**config.mk**
```make
export PLATFORM = sky130hd
export DESIGN_NAME = s_axis_rq_adapt_gen
export DESIGN_NICKNAME = d
export VERILOG_FILES = /design/src/rtl/s_axis_rq_adapt_gen.sv
export SDC_FILE = /design/constraint.sdc
export NUM_CORES = 1
export LEC_CHECK = 0
export ABC_AREA = 1
export ABC_CLOCK_PERIOD_IN_PS = 4800
export CORE_ASPECT_RATIO = 0.7
export CORE_MARGIN = 1.5
export CORE_UTILIZATION = 49
export CTS_BUF_LIST = sky130_fd_sc_hd__clkbuf_8 sky130_fd_sc_hd__clkbuf_16
export DETAILED_ROUTE_END_ITERATION = 10
export PLACE_DENSITY = 0.92
export REMOVE_ABC_BUFFERS = 1
export SLEW_MARGIN = 20
export SYNTH_ARGS = -nofsm -noshare
export SYNTH_HDL_FRONTEND = slang
export SYNTH_SLANG_ARGS = --single-unit
```
**constraint.sdc**
```tcl
create_clock -name user_clk -period 4.8 [get_ports user_clk]
set_clock_uncertainty 0.1 [all_clocks]
set_input_delay 0.48 -clock user_clk [delete_from_list [all_inputs] [get_ports user_clk]]
set_output_delay 0.48 -clock user_clk [all_outputs]
set_load 0.01 [all_outputs]
```
**src/rtl/s_axis_rq_adapt_gen.sv**
```systemverilog
// Legacy TLP-stream to RQ descriptor-stream adapter: rebuilds the header as an
// RQ descriptor, realigns 3DW write payload by one dword and drives a registered output.
module s_axis_rq_adapt_gen #(
  parameter int DATA_WIDTH = 128,
  parameter int KEEP_WIDTH = DATA_WIDTH/32
) (
  input  logic                  user_clk,
  input  logic                  user_reset,
  input  logic                  s_axis_rq_tvalid,
  output logic                  s_axis_rq_tready,
  input  logic [DATA_WIDTH-1:0] s_axis_rq_tdata,
  input  logic [KEEP_WIDTH-1:0] s_axis_rq_tkeep,
  input  logic                  s_axis_rq_tlast,
  input  logic [3:0]            s_axis_rq_tuser,
  output logic                  s_axis_rq_tvalid_a,
  input  logic [3:0]            s_axis_rq_tready_a,
  output logic [DATA_WIDTH-1:0] s_axis_rq_tdata_a,
  output logic [KEEP_WIDTH-1:0] s_axis_rq_tkeep_a,
  output logic                  s_axis_rq_tlast_a,
  output logic [59:0]           s_axis_rq_tuser_a
);

  if (!((DATA_WIDTH == 128 || DATA_WIDTH == 256) && KEEP_WIDTH == DATA_WIDTH/32)) begin : g_bad_width
    $error("s_axis_rq_adapt_gen: DATA_WIDTH must be 128 or 256 with KEEP_WIDTH = DATA_WIDTH/32");
  end

  localparam logic [1:0] ST_HDR   = 2'd0;
  localparam logic [1:0] ST_BODY  = 2'd1;
  localparam logic [1:0] ST_FLUSH = 2'd2;

  typedef struct packed {
    logic [DATA_WIDTH-1:0] data;
    logic [KEEP_WIDTH-1:0] keep;
    logic                  last;
    logic [59:0]           user;
  } beat_t;

  beat_t       beat_q, beat_d, flush_beat;
  logic        vld_q;
  logic [1:0]  state;
  logic [31:0] carry;
  logic [7:0]  be_q;
  logic        shift_q, disc_q;

  logic [31:0] dw0, dw1, dw2, dw3, dw2_d, dw3_d;
  logic        in_hdr, is_wr, hdr_shift, shift, last, extra, load;
  logic [63:0] addr;
  logic [3:0]  reqtype;

  assign dw0 = s_axis_rq_tdata[31:0];
  assign dw1 = s_axis_rq_tdata[63:32];
  assign dw2 = s_axis_rq_tdata[95:64];
  assign dw3 = s_axis_rq_tdata[127:96];

  assign in_hdr    = (state == ST_HDR);
  assign is_wr     = dw0[30];
  assign hdr_shift = is_wr & ~dw0[29];
  assign shift     = in_hdr ? hdr_shift : shift_q;
  // reads are single-beat by construction, whatever tlast says
  assign last      = s_axis_rq_tlast | (in_hdr & ~is_wr);
  assign extra     = shift & s_axis_rq_tlast & (&s_axis_rq_tkeep);
  assign load      = s_axis_rq_tready_a[0] | ~vld_q;

  assign s_axis_rq_tready = ~user_reset & (state != ST_FLUSH) & load;

  always_comb begin
    reqtype = 4'b1111;
    case ({dw0[30], dw0[28:24]})
      6'b0_00000: reqtype = 4'b0000;
      6'b0_00001: reqtype = 4'b0111;
      6'b1_00000: reqtype = 4'b0001;
      6'b0_00010: reqtype = 4'b0010;
      6'b1_00010: reqtype = 4'b0011;
      6'b0_00100: reqtype = 4'b1000;
      6'b1_00100: reqtype = 4'b1010;
      6'b0_00101: reqtype = 4'b1001;
      6'b1_00101: reqtype = 4'b1011;
      default:    reqtype = 4'b1111;
    endcase
  end

  assign addr  = dw0[29] ? {dw2, dw3[31:2], 2'b00} : {32'h0, dw2[31:2], 2'b00};
  assign dw2_d = {dw1[31:16], dw0[14] | s_axis_rq_tuser[1], reqtype, 1'b0, dw0[9:0]};
  assign dw3_d = {dw0[15] | s_axis_rq_tuser[0], 1'b0, dw0[13:12], dw0[22:20], 1'b0, 16'h0, dw1[15:8]};

  always_comb begin
    beat_d.data = shift ? {s_axis_rq_tdata[DATA_WIDTH-33:0], carry} : s_axis_rq_tdata;
    beat_d.keep = shift ? {s_axis_rq_tkeep[KEEP_WIDTH-2:0], 1'b1} : s_axis_rq_tkeep;
    beat_d.last = last & ~extra;
    beat_d.user = {48'h0, s_axis_rq_tuser[3], 3'b000, in_hdr ? dw1[7:0] : be_q};
    if (in_hdr) begin
      beat_d.data[127:0] = {dw3_d, dw2_d, addr};
      if (!is_wr) beat_d.keep = KEEP_WIDTH'(4'hF);
    end
  end

  assign flush_beat.data = {{(DATA_WIDTH-32){1'b0}}, carry};
  assign flush_beat.keep = KEEP_WIDTH'(1);
  assign flush_beat.last = 1'b1;
  assign flush_beat.user = {48'h0, disc_q, 3'b000, be_q};

  always_ff @(posedge user_clk) begin
    if (user_reset) begin
      vld_q   <= 1'b0;
      beat_q  <= '0;
      state   <= ST_HDR;
      carry   <= '0;
      be_q    <= '0;
      shift_q <= 1'b0;
      disc_q  <= 1'b0;
    end else if (load) begin
      if (state == ST_FLUSH) begin
        vld_q  <= 1'b1;
        beat_q <= flush_beat;
        state  <= ST_HDR;
      end else if (s_axis_rq_tvalid) begin
        vld_q  <= 1'b1;
        beat_q <= beat_d;
        carry  <= s_axis_rq_tdata[DATA_WIDTH-1 -: 32];
        disc_q <= s_axis_rq_tuser[3];
        if (in_hdr) begin
          be_q    <= dw1[7:0];
          shift_q <= hdr_shift;
        end
        state <= last ? (extra ? ST_FLUSH : ST_HDR) : ST_BODY;
      end else begin
        vld_q <= 1'b0;
      end
    end
  end

  assign s_axis_rq_tvalid_a = vld_q;
  assign s_axis_rq_tdata_a  = beat_q.data;
  assign s_axis_rq_tkeep_a  = beat_q.keep;
  assign s_axis_rq_tlast_a  = beat_q.last;
  assign s_axis_rq_tuser_a  = beat_q.user;

  logic unused;
  assign unused = &{1'b0, s_axis_rq_tready_a[3:1], s_axis_rq_tuser[2], dw0[31], dw0[23],
                    dw0[19:16], dw0[11:10], dw3[1:0]};

endmodule
```
==> results.sh <==
export IMPL_status="completed"
export IMPL_topRoutingLayerUsed="met4"
export IMPL_path_buf_inv=2
export IMPL_syn_area_sq_um=9640
export IMPL_post_route_period_util_pct=72.9
export IMPL_met3_length_microns=4670
export IMPL_final_cell_mix="a21oi_1, clkdlybuf4s50_1, nand2_1"
export IMPL_critical_path_class="flip-flop to flip-flop"
export IMPL_clk_path_buf_depth=2
export IMPL_routed_via_density=5.80
export IMPL_cp_start_kind="flip-flop"
export IMPL_rsz0062_at_grt="no"
export IMPL_via_count=11100
export IMPL_path_cells="inv_2, nand2_4, nand2_1, nand2_4, inv_2, nand2_1, nand3_1, nand2_1, a21oi_1, nor2_1"
export IMPL_synth_seq_area_share_pct=38.8
export IMPL_cts_root_buf="clkbuf_16"
export IMPL_ys_types=32
export IMPL_crit_start="state[0]$_SDFFE_PP0P_"
export IMPL_layout_min_cycle_time_ps=3500
export IMPL_core_sq_um=19100
export IMPL_clk_latency_ps=440
export IMPL_route_detailed_drc=0
export IMPL_r2r_start="state[0]$_SDFFE_PP0P_"
export IMPL_hold_viol=0
export IMPL_synthCells=1422
export IMPL_syn_to_final_growth_pct=33.2
export IMPL_synth_ff_type="dfxtp_1"
export IMPL_setup_viol=0
export IMPL_final_common_cell="a21oi_1"
export IMPL_slew_violations=0
export IMPL_route_met2_wl_microns=15500
export IMPL_grt_antenna_before_repair=1
export IMPL_clkSlewWorstSetupHoldPaths_ps=70
export IMPL_slowest_stage="inv_2"
export IMPL_cts_made_buffers=17
export IMPL_wl_met1_microns=14400
export IMPL_cts_sinks=187
export IMPL_fin_area_sq_um=12800
export IMPL_cts_setup_buffers=0
export IMPL_fp_row_count=42
export IMPL_drt_iter0_markers=1500
export IMPL_p_leak_nw=5.02
export IMPL_dieHeight_microns=120
export IMPL_maxCapViolations=0
export IMPL_place_area_sq_um=12200
export IMPL_synth_top_area_share_pct=38.8
export IMPL_worst_ir_drop_vdd_mv=0.174
export IMPL_cp_max_fo=47
export IMPL_ys_warn_count=0
export IMPL_die_w_microns=171
export IMPL_routed_wl_microns=35800
export IMPL_wl_per_cell_microns=18.8
export IMPL_die_area_sq_um=20500
export IMPL_crit_path_frequent_cell="nand2_1"
export IMPL_cts_htree_levels=4
export IMPL_track_usage_pct=34.2
export IMPL_drt_pass1_iterations=6
export IMPL_arrival_ps=3720
export IMPL_critPathTopFamily="buffers and inverters"
export IMPL_port_buffers=283
export IMPL_synth_top_area_cell="dfxtp_1"
export IMPL_drive_gt1_share_pct=3.96
export IMPL_setup_tns_ps=0
export IMPL_fillCellCount=1575
export IMPL_hold_path_class="flip-flop to flip-flop"
export IMPL_r2r_cells=10
export IMPL_end_kind="flip-flop"
export IMPL_async_flop_share_pct=0
export IMPL_overflow=0
export IMPL_cts_hold_buf=0
export IMPL_critical_path_depth=10
export IMPL_worstMarginPinSlew_ps=1020
export IMPL_grt_pass1_vias=10300
export IMPL_cts_tree="done"
export IMPL_worstHoldPathCells=2
export IMPL_synth_edf_count=0
export IMPL_ys_ff_latch=187
export IMPL_start_util_pct=50.6
export IMPL_grt_max_degree=80
export IMPL_hpwl_microns=22700
export IMPL_routabilityCongestion=0.900
export IMPL_worstHoldStart="be_q[7]$_SDFFE_PP0P_"
export IMPL_nNetsFinal=1772
export IMPL_synthTopCellsByArea="dfxtp_1, a21oi_1, o21ai_0, nand2_1, buf_4"
export IMPL_ant_nets=0
export IMPL_power_density_nw_per_um2=318
export IMPL_max_freq_ghz=0.286
export IMPL_grt_pass1_wl_microns=54500
export IMPL_pin_count=339
export IMPL_cts_resized=0
export IMPL_maxSlewHeadroom_pct=31.8
export IMPL_synth_avg_cell_area_sq_um=6.78
export IMPL_critPathRequiredTime_ps=5020
export IMPL_final_util_pct=67.3
export IMPL_cpPeakStageDelay_ps=830
[logic make-up (layout without fill, tap and decap cells)]
kind of cell           count (synthesis)  in the layout  synth area share [%]
other                                  1             52                0.0389
and+or+nand+nor                      348            348                  14.2
buffers and inverters                277            446                  13.8
AOI/OAI and AO/OA                    609            609                  33.1
DFF                                  187            187                  38.8
[path summary, 6_finish.rpt]
check	end	slack, ps
setup reg to reg	s_axis_rq_tdata_a[77]$_SDFFE_PP0P_	1300
setup / recovery	s_axis_rq_tdata_a[77]$_SDFFE_PP0P_	1300
hold reg to reg	be_q[7]$_SDFFE_PP0P_	350
hold / removal	be_q[7]$_SDFFE_PP0P_	350
[sequential cells by signal, indices dropped and copies added, names as in the netlist]
signal / flops
s_axis_rq_tuser_a: 9
state: 2
shift_q: 1
be_q: 8
s_axis_rq_tvalid_a: 1
s_axis_rq_tdata_a: 128
carry: 32
s_axis_rq_tlast_a: 1
disc_q: 1
s_axis_rq_tkeep_a: 4
[cell type report]
class | instances | area (sq um) | area share (%)
diodes | 1 | 2.50 | 0.0195
clock inverters | 15 | 191 | 1.49
inverters | 113 | 427 | 3.32
repair buffers | 301 | 2960 | 23.0
flip-flops and latches | 187 | 3740 | 29.2
well taps | 264 | 330 | 2.57
clock buffers | 17 | 425 | 3.31
multi-input cells | 1008 | 4760 | 37.1
[worst min-delay path, delay by kind of cell (launching register included)]
| family | cells | cell delay (ps) |
|---|---|---|
| buffers and inverters | 1 | 50 |
| DFF | 1 | 300 |
| AOI/OAI and AO/OA | 1 | 50 |
[where the power goes]
| part | switching (mW) | leakage [nW] | total [mW] | internal, mW |
|---|---|---|---|---|
| registers | 0.0576 | 1.54 | 1.72 | 1.66 |
| logic | 0.487 | 3.18 | 0.848 | 0.361 |
| clock network | 0.685 | 0.298 | 1.52 | 0.833 |
| total | 1.23 | 5.02 | 4.08 | 2.85 |
[synth_stat cells (3+ instances only)]
master and count:
o22ai_1 6, o21ai_1 19, o211ai_1 38, o21ai_0 242
nand3_1 17, dfxtp_1 187, a21oi_1 286, nand2_1 261
clkbuf_1 64, nor2_2 3, nor3_1 3, buf_4 63
inv_2 4, a31oi_1 12, buf_1 7, inv_1 109
nor2_1 57, buf_2 26, buf_6 3
[per-layer routing]
metal | up-vias | global-route usage (%)
met4 | 0 | 14.9
met5 | - | 0
li1 | 5087 | -
met2 | 744 | 53.1
met3 | 104 | 10.4
met1 | 5126 | 43.9
[stage by stage]
step	hold slack (ps)	total power [mW]	cells	setup WS, ps
2_1_floorplan	327	2.12	1308	245
6_report	355	4.08	1906	1300
5_1_grt	375	4.23	1906	1030
3_3_place_gp	334	2.55	1873	1460
3_5_place_dp	342	2.57	1873	1320
4_1_cts	354	4.07	1905	1340
Note: power is estimated with default switching activity, not from simulation.
